[config.mk]
export PLATFORM = sky130hd
export DESIGN_NAME = cpu_bus_bridge
export DESIGN_NICKNAME = d
export VERILOG_FILES = /design/src/rtl/cpu_bus_bridge.sv
export SDC_FILE = /design/constraint.sdc
export NUM_CORES = 1
export LEC_CHECK = 0
export ABC_AREA = 1
export CAP_MARGIN = 20
export CELL_PAD_IN_SITES_DETAIL_PLACEMENT = 0
export CELL_PAD_IN_SITES_GLOBAL_PLACEMENT = 1
export CORE_ASPECT_RATIO = 0.5
export CORE_UTILIZATION = 28
export DETAILED_ROUTE_END_ITERATION = 8
export PLACE_DENSITY = 0.84
export SYNTH_ARGS = -nofsm -noshare
export SYNTH_HDL_FRONTEND = slang
export SYNTH_SLANG_ARGS = --single-unit
[constraint.sdc]
create_clock -name clk -period 1.59 [get_ports clk]
set_clock_uncertainty 0.15 [all_clocks]
set_input_delay 0.159 -clock clk [delete_from_list [all_inputs] [get_ports clk]]
set_output_delay 0.159 -clock clk [all_outputs]
set_load 0.1 [all_outputs]
[src/rtl/cpu_bus_bridge.sv]
// Purpose: bridges asynchronous 68000 strobes to synchronous cpurd/cpuhwr/cpulwr chip-bus requests, returns _dtack/_berr.
// Latency: DS low -> _dtack low in 4 clk minimum (2 sync + 1 decode + 1 grant); DS high -> _dtack high in 3 clk.
// Backpressure: request held in REQ until cpuok grants; `define BUS_TIMEOUT_EN bounds the wait and answers with _berr.
module cpu_bus_bridge #(
    parameter int TMO_CYCLES = 255
) (
    input  logic        clk,
    input  logic        _reset,
    input  logic        _as,
    input  logic        _uds,
    input  logic        _lds,
    input  logic        r_w,
    input  logic [15:0] cpudatain,
    output logic [15:0] cpudataout,
    output logic        _dtack,
    output logic        _berr,
    output logic        cpurd,
    output logic        cpuhwr,
    output logic        cpulwr,
    input  logic        cpuok,
    input  logic [15:0] datain,
    output logic [15:0] dataout
);

    localparam logic [1:0] IDLE = 2'd0;
    localparam logic [1:0] REQ  = 2'd1;
    localparam logic [1:0] ACK  = 2'd2;
`ifdef BUS_TIMEOUT_EN
    localparam logic [1:0] ERR  = 2'd3;
    // Counter value seen on the last tolerated ungranted REQ cycle.
    localparam logic [7:0] TMO_LAST = 8'(TMO_CYCLES - 1);
`endif

    // The timeout count must fit the 8-bit counter and be at least one cycle.
    if (TMO_CYCLES < 1 || TMO_CYCLES > 255) begin : g_bad_tmo
        $error("cpu_bus_bridge: TMO_CYCLES must be in 1..255");
    end

    logic [1:0] as_sync;
    logic [1:0] uds_sync;
    logic [1:0] lds_sync;
    logic [1:0] rw_sync;
    logic       s_as;
    logic       s_uds;
    logic       s_lds;
    logic       s_r_w;

    logic [1:0] state;
    logic       rd;
    logic       hi;
    logic       lo;
    logic       ds_any;
    logic       ds_none;

    // Two-flop synchronizers for the asynchronous CPU strobes; reset to the inactive level.
    always_ff @(posedge clk) begin
        if (!_reset) begin
            as_sync  <= 2'b11;
            uds_sync <= 2'b11;
            lds_sync <= 2'b11;
            rw_sync  <= 2'b11;
        end else begin
            as_sync  <= {as_sync[0],  _as};
            uds_sync <= {uds_sync[0], _uds};
            lds_sync <= {lds_sync[0], _lds};
            rw_sync  <= {rw_sync[0],  r_w};
        end
    end

    assign s_as    = as_sync[1];
    assign s_uds   = uds_sync[1];
    assign s_lds   = lds_sync[1];
    assign s_r_w   = rw_sync[1];
    assign ds_any  = ~s_uds | ~s_lds;
    assign ds_none = s_uds & s_lds;

`ifdef BUS_TIMEOUT_EN
    logic [7:0] tmo_cnt;

    // Counts ungranted REQ cycles of the current access; cleared when a new access starts.
    always_ff @(posedge clk) begin
        if (!_reset) begin
            tmo_cnt <= 8'd0;
        end else if (state == IDLE) begin
            tmo_cnt <= 8'd0;
        end else if (state == REQ && !s_as && !cpuok) begin
            tmo_cnt <= tmo_cnt + 8'd1;
        end
    end
`endif

    // Bridge cycle sequencing plus the read/write data latches.
    always_ff @(posedge clk) begin
        if (!_reset) begin
            state      <= IDLE;
            rd         <= 1'b0;
            hi         <= 1'b0;
            lo         <= 1'b0;
            cpudataout <= 16'h0000;
            dataout    <= 16'h0000;
        end else begin
            case (state)
                IDLE: begin
                    // AS low with both data strobes high is not yet an access.
                    if (!s_as && ds_any) begin
                        state   <= REQ;
                        rd      <= s_r_w;
                        hi      <= ~s_uds;
                        lo      <= ~s_lds;
                        dataout <= cpudatain;
                    end
                end
                REQ: begin
                    // A CPU abort beats a grant arriving in the same cycle.
                    if (s_as) begin
                        state <= IDLE;
                    end else if (cpuok) begin
                        if (rd) begin
                            cpudataout <= datain;
                        end
                        state <= ACK;
                    end
`ifdef BUS_TIMEOUT_EN
                    else if (tmo_cnt == TMO_LAST) begin
                        state <= ERR;
                    end
`endif
                end
                // Leave on data strobes, not AS, so a TAS read-modify-write runs as two bridge cycles.
                ACK: begin
                    if (ds_none) begin
                        state <= IDLE;
                    end
                end
`ifdef BUS_TIMEOUT_EN
                ERR: begin
                    if (ds_none) begin
                        state <= IDLE;
                    end
                end
`endif
                default: state <= IDLE;
            endcase
        end
    end

    // Requests are decoded from state so they can only be active while waiting for a grant.
    assign cpurd  = (state == REQ) &  rd;
    assign cpuhwr = (state == REQ) & ~rd & hi;
    assign cpulwr = (state == REQ) & ~rd & lo;
    assign _dtack = ~(state == ACK);
`ifdef BUS_TIMEOUT_EN
    assign _berr  = ~(state == ERR);
`else
    assign _berr  = 1'b1;
`endif

endmodule

==> results.rst <==
.. list-table::
   :header-rows: 1

   * - Metric
     - Value
   * - Outcome
     - finished, violations left
   * - Violations in the final reports
     - design-rule violations
   * - Compound-Gate Fraction of Synth Area
     - ~5.6%
   * - I/O Buffers
     - 74
   * - Maximum Capacitance Violations
     - 0
   * - DIE WIDTH
     - about 110 um
   * - Number of nets in the synthesized netlist
     - approximately 270
   * - Register-to-register path setup slack
     - about 0.20 ns
   * - Final count of hold timing violations
     - 0
   * - Main combinational cell family by area after synthesis
     - simple AND/OR/NAND/NOR gates
   * - HP Class
     - reg2reg
   * - First-pass GRT wire length
     - ~6.3 mm
   * - Clock edge transition at the registers on the reported setup and hold paths
     - ~0.060 ns
   * - Detailed-route DRC error count
     - 3
   * - Synthesis-to-layout area growth
     - 80.4%
   * - Final number of setup-violating endpoints
     - 0
   * - Number of diodes added for antenna fixing
     - 0
   * - Routed length per instance
     - between 10 and 15 um
   * - ANT nets after route
     - 0
   * - Post-route core utilization
     - 54.2%
   * - Quantity of hold-fixing buffers added after cts
     - 0
   * - Critical path peak fanout
     - 4
   * - Critical R2R Launch
     - state[0]$_SDFFE_PN0P_
   * - Total routed wirelength
     - between 3 and 4 mm
   * - Post-Layout Cell Count
     - between 300 and 400
   * - Count of synthesis-stage warnings from yosys
     - 0
   * - Clock latency on the worst-skew pair
     - roughly 0.28 ns
   * - Leading cell types in the layout, fill and taps excluded
     - sky130_fd_sc_hd__nor2_1, sky130_fd_sc_hd__dfxtp_1, sky130_fd_sc_hd__nand2_1
   * - Synthesized instance count
     - around 230
   * - Inserted Clock Buffers
     - 5
   * - Number of synthesized flops with an enable pin
     - 0
   * - End point of the critical path
     - cpurd
   * - Height of the die
     - about 57 um
   * - Gpl congestion
     - approximately 0.76
   * - Most instantiated flip-flop cell in the synthesis netlist
     - sky130_fd_sc_hd__dfxtp_1
   * - Data arrival time of the worst path
     - between 1 and 1.5 ns
   * - Core footprint
     - 5660 um^2
   * - Type of origin of the critical path
     - register
   * - Clock Path Buffers
     - 2
   * - TNS Setup
     - 0 ns
   * - Detailed router's first-iteration violation count
     - 75
   * - Mean number of vias per cell
     - ~4.2
   * - Endpoint of the most critical register-to-register path
     - dataout[1]$_SDFFE_PN0P_
   * - Overall Global Routing Usage
     - between 10 and 15%
   * - Power per unit of standard cell area
     - around 860 nW/um^2
   * - Count of cell types in the netlist
     - 20
   * - Capturing element type of the critical path
     - primary output
   * - CP startpoint
     - rd$_SDFFE_PN0P_
   * - Power after layout
     - approximately 2.6 mW
   * - RSZ-0062 raised after global routing
     - false
   * - P_leak
     - 1.25 nW
   * - Leftover overflow at the end of global routing
     - 0
   * - Xor-xnor portion of the synthesized cell area
     - 0%
   * - Fraction of the mapped netlist area in adder cells
     - 0%
   * - Die area
     - roughly 6400 um^2
   * - Crit path time final
     - between 1.5 and 2 ns
   * - DR pass1 iterations
     - 6
   * - Max-slew violations
     - 0
   * - CTS tree
     - built
   * - Number of cells on the worst reg-to-reg path
     - 4
   * - Placed Cells incl. Taps
     - 368
   * - Number of core rows
     - 19
   * - I/O pin count
     - 76
   * - Sequential area share after synthesis
     - around 53%
   * - Final worst-path cycle share
     - 95.6%
   * - Proportion of synthesized area in mux cells
     - 0%
   * - Level count of the clock H-tree
     - 2
   * - Final net count
     - between 300 and 400
   * - Source of the worst hold timing path
     - lds_sync[0]$_SDFF_PN1_
   * - Initial antenna violation count
     - 0
   * - Root Buffer Master
     - sky130_fd_sc_hd__clkbuf_16
   * - Required arrival time at the worst endpoint
     - between 1 and 1.5 ns
   * - HPWL after detailed placement
     - ~2.9 mm
   * - Worst voltage drop across the vdd grid
     - 0.000393 V
   * - Sinks on the clock net
     - 45
   * - Worst setup path class
     - reg2out
   * - Maximum number of pins on one net before global-route repair
     - 33
   * - PostCTS Resize Cnt
     - 0
   * - Syn Std Cell Area
     - between 1500 and 2000 um^2
   * - Mean area per synthesized cell
     - 7.46 um^2
   * - Initial cell density of the core
     - a little under a third
   * - Fraction of final layout cells sized beyond drive strength 1
     - a little over a fifth
   * - Post-Synth Simple-Gate Area
     - about a third
   * - Post-Place Cell Area
     - about 2900 um^2
   * - Total number of vias
     - ~1600
   * - Share of async-settable or async-resettable flops after synthesis
     - 0%
   * - Number of synthesized register bits
     - 45
   * - Number of setup buffers added after CTS
     - 0
   * - Number of global-route vias before repair
     - 1400
   * - FMAX
     - between 0.6 and 0.7 GHz
   * - Fillers
     - 511
   * - Leading cell type in the layout, fill and taps excluded
     - sky130_fd_sc_hd__nor2_1
   * - Post-route cell area
     - 3070 um^2
## per-layer routing
layer	GRT usage, %	share of wire [%]	up-vias
met5	0	0	-
met1	14.3	42	693
met3	4.04	4.9	5
met4	4.38	0.94	0
met2	22.2	52	37
li1	-	-	827
## cell families after synthesis
family,count (synthesis)
AO/OA/AOI/OAI,19
buffers and inverters,32
flip-flops,45
other,1
AND/OR/NAND/NOR,131
## Yosys cell counts, types with 2 or more instances
| library cell | count | share of area (%) |
|---|---|---|
| sky130_fd_sc_hd__buf_1 | 2 | 0.44 |
| sky130_fd_sc_hd__dfxtp_1 | 45 | 53 |
| sky130_fd_sc_hd__nand3_1 | 2 | 0.59 |
| sky130_fd_sc_hd__nor2_1 | 73 | 16 |
| sky130_fd_sc_hd__buf_6 | 3 | 2.0 |
| sky130_fd_sc_hd__nand3_2 | 2 | 1.2 |
| sky130_fd_sc_hd__nand2_1 | 42 | 9.3 |
| sky130_fd_sc_hd__inv_1 | 19 | 4.2 |
| sky130_fd_sc_hd__o21ai_0 | 17 | 5.0 |
| sky130_fd_sc_hd__inv_2 | 2 | 0.44 |
| sky130_fd_sc_hd__nor3b_1 | 2 | 0.88 |
| sky130_fd_sc_hd__a21oi_1 | 2 | 0.59 |
| sky130_fd_sc_hd__buf_4 | 3 | 1.3 |
| sky130_fd_sc_hd__or2_2 | 8 | 2.9 |
## critical path, stage by stage, from the launching register on
cell and delay, ns:
sky130_fd_sc_hd__dfxtp_1 0.48, sky130_fd_sc_hd__nand3_2 0.16, sky130_fd_sc_hd__inv_1 0.12, sky130_fd_sc_hd__buf_12 0.18
## where the power goes
part	internal (mW)	switching [mW]
logic	0.147	0.146
registers	1.15	0.0150
clock network	0.784	0.397
## metrics by stage
step | setup slack (ns) | hold slack (ns)
global placement | 0.109 | 0.246
CTS | 0.0586 | 0.262
finish | 0.0692 | 0.262
global route | 0.0215 | 0.279
floorplan | -0.0274 | 0.116
detailed placement | 0.0793 | 0.248
## flip-flops by register name, indices dropped and copies added, names as in the netlist
name,count
cpudataout,16
lds_sync,2
state,2
as_sync,2
rw_sync,2
dataout,16
hi,1
lo,1
rd,1
uds_sync,2
## layout make-up
class | count | area (um^2) | share of cell area [%]
inverter | 21 | 81.3 | 2.65
clock inverter | 1 | 30.0 | 0.979
sequential | 45 | 906 | 29.5
multi-input combinational | 151 | 673 | 21.9
tap | 73 | 91.3 | 2.98
clock buffer | 7 | 143 | 4.65
timing repair buffer | 78 | 1140 | 37.3
## worst min path at each step
stage | slack (ns) | cells after the start | to
after detailed placement | 0.25 | 1 | as_sync[1]$_SDFF_PN1_
after global routing | 0.28 | 1 | as_sync[1]$_SDFF_PN1_
after CTS | 0.26 | 1 | as_sync[1]$_SDFF_PN1_
after global placement | 0.25 | 1 | as_sync[1]$_SDFF_PN1_
final | 0.26 | 1 | lds_sync[1]$_SDFF_PN1_
after floorplan | 0.12 | 1 | as_sync[0]$_SDFF_PN1_
Note: power is estimated with default switching activity, not from simulation.
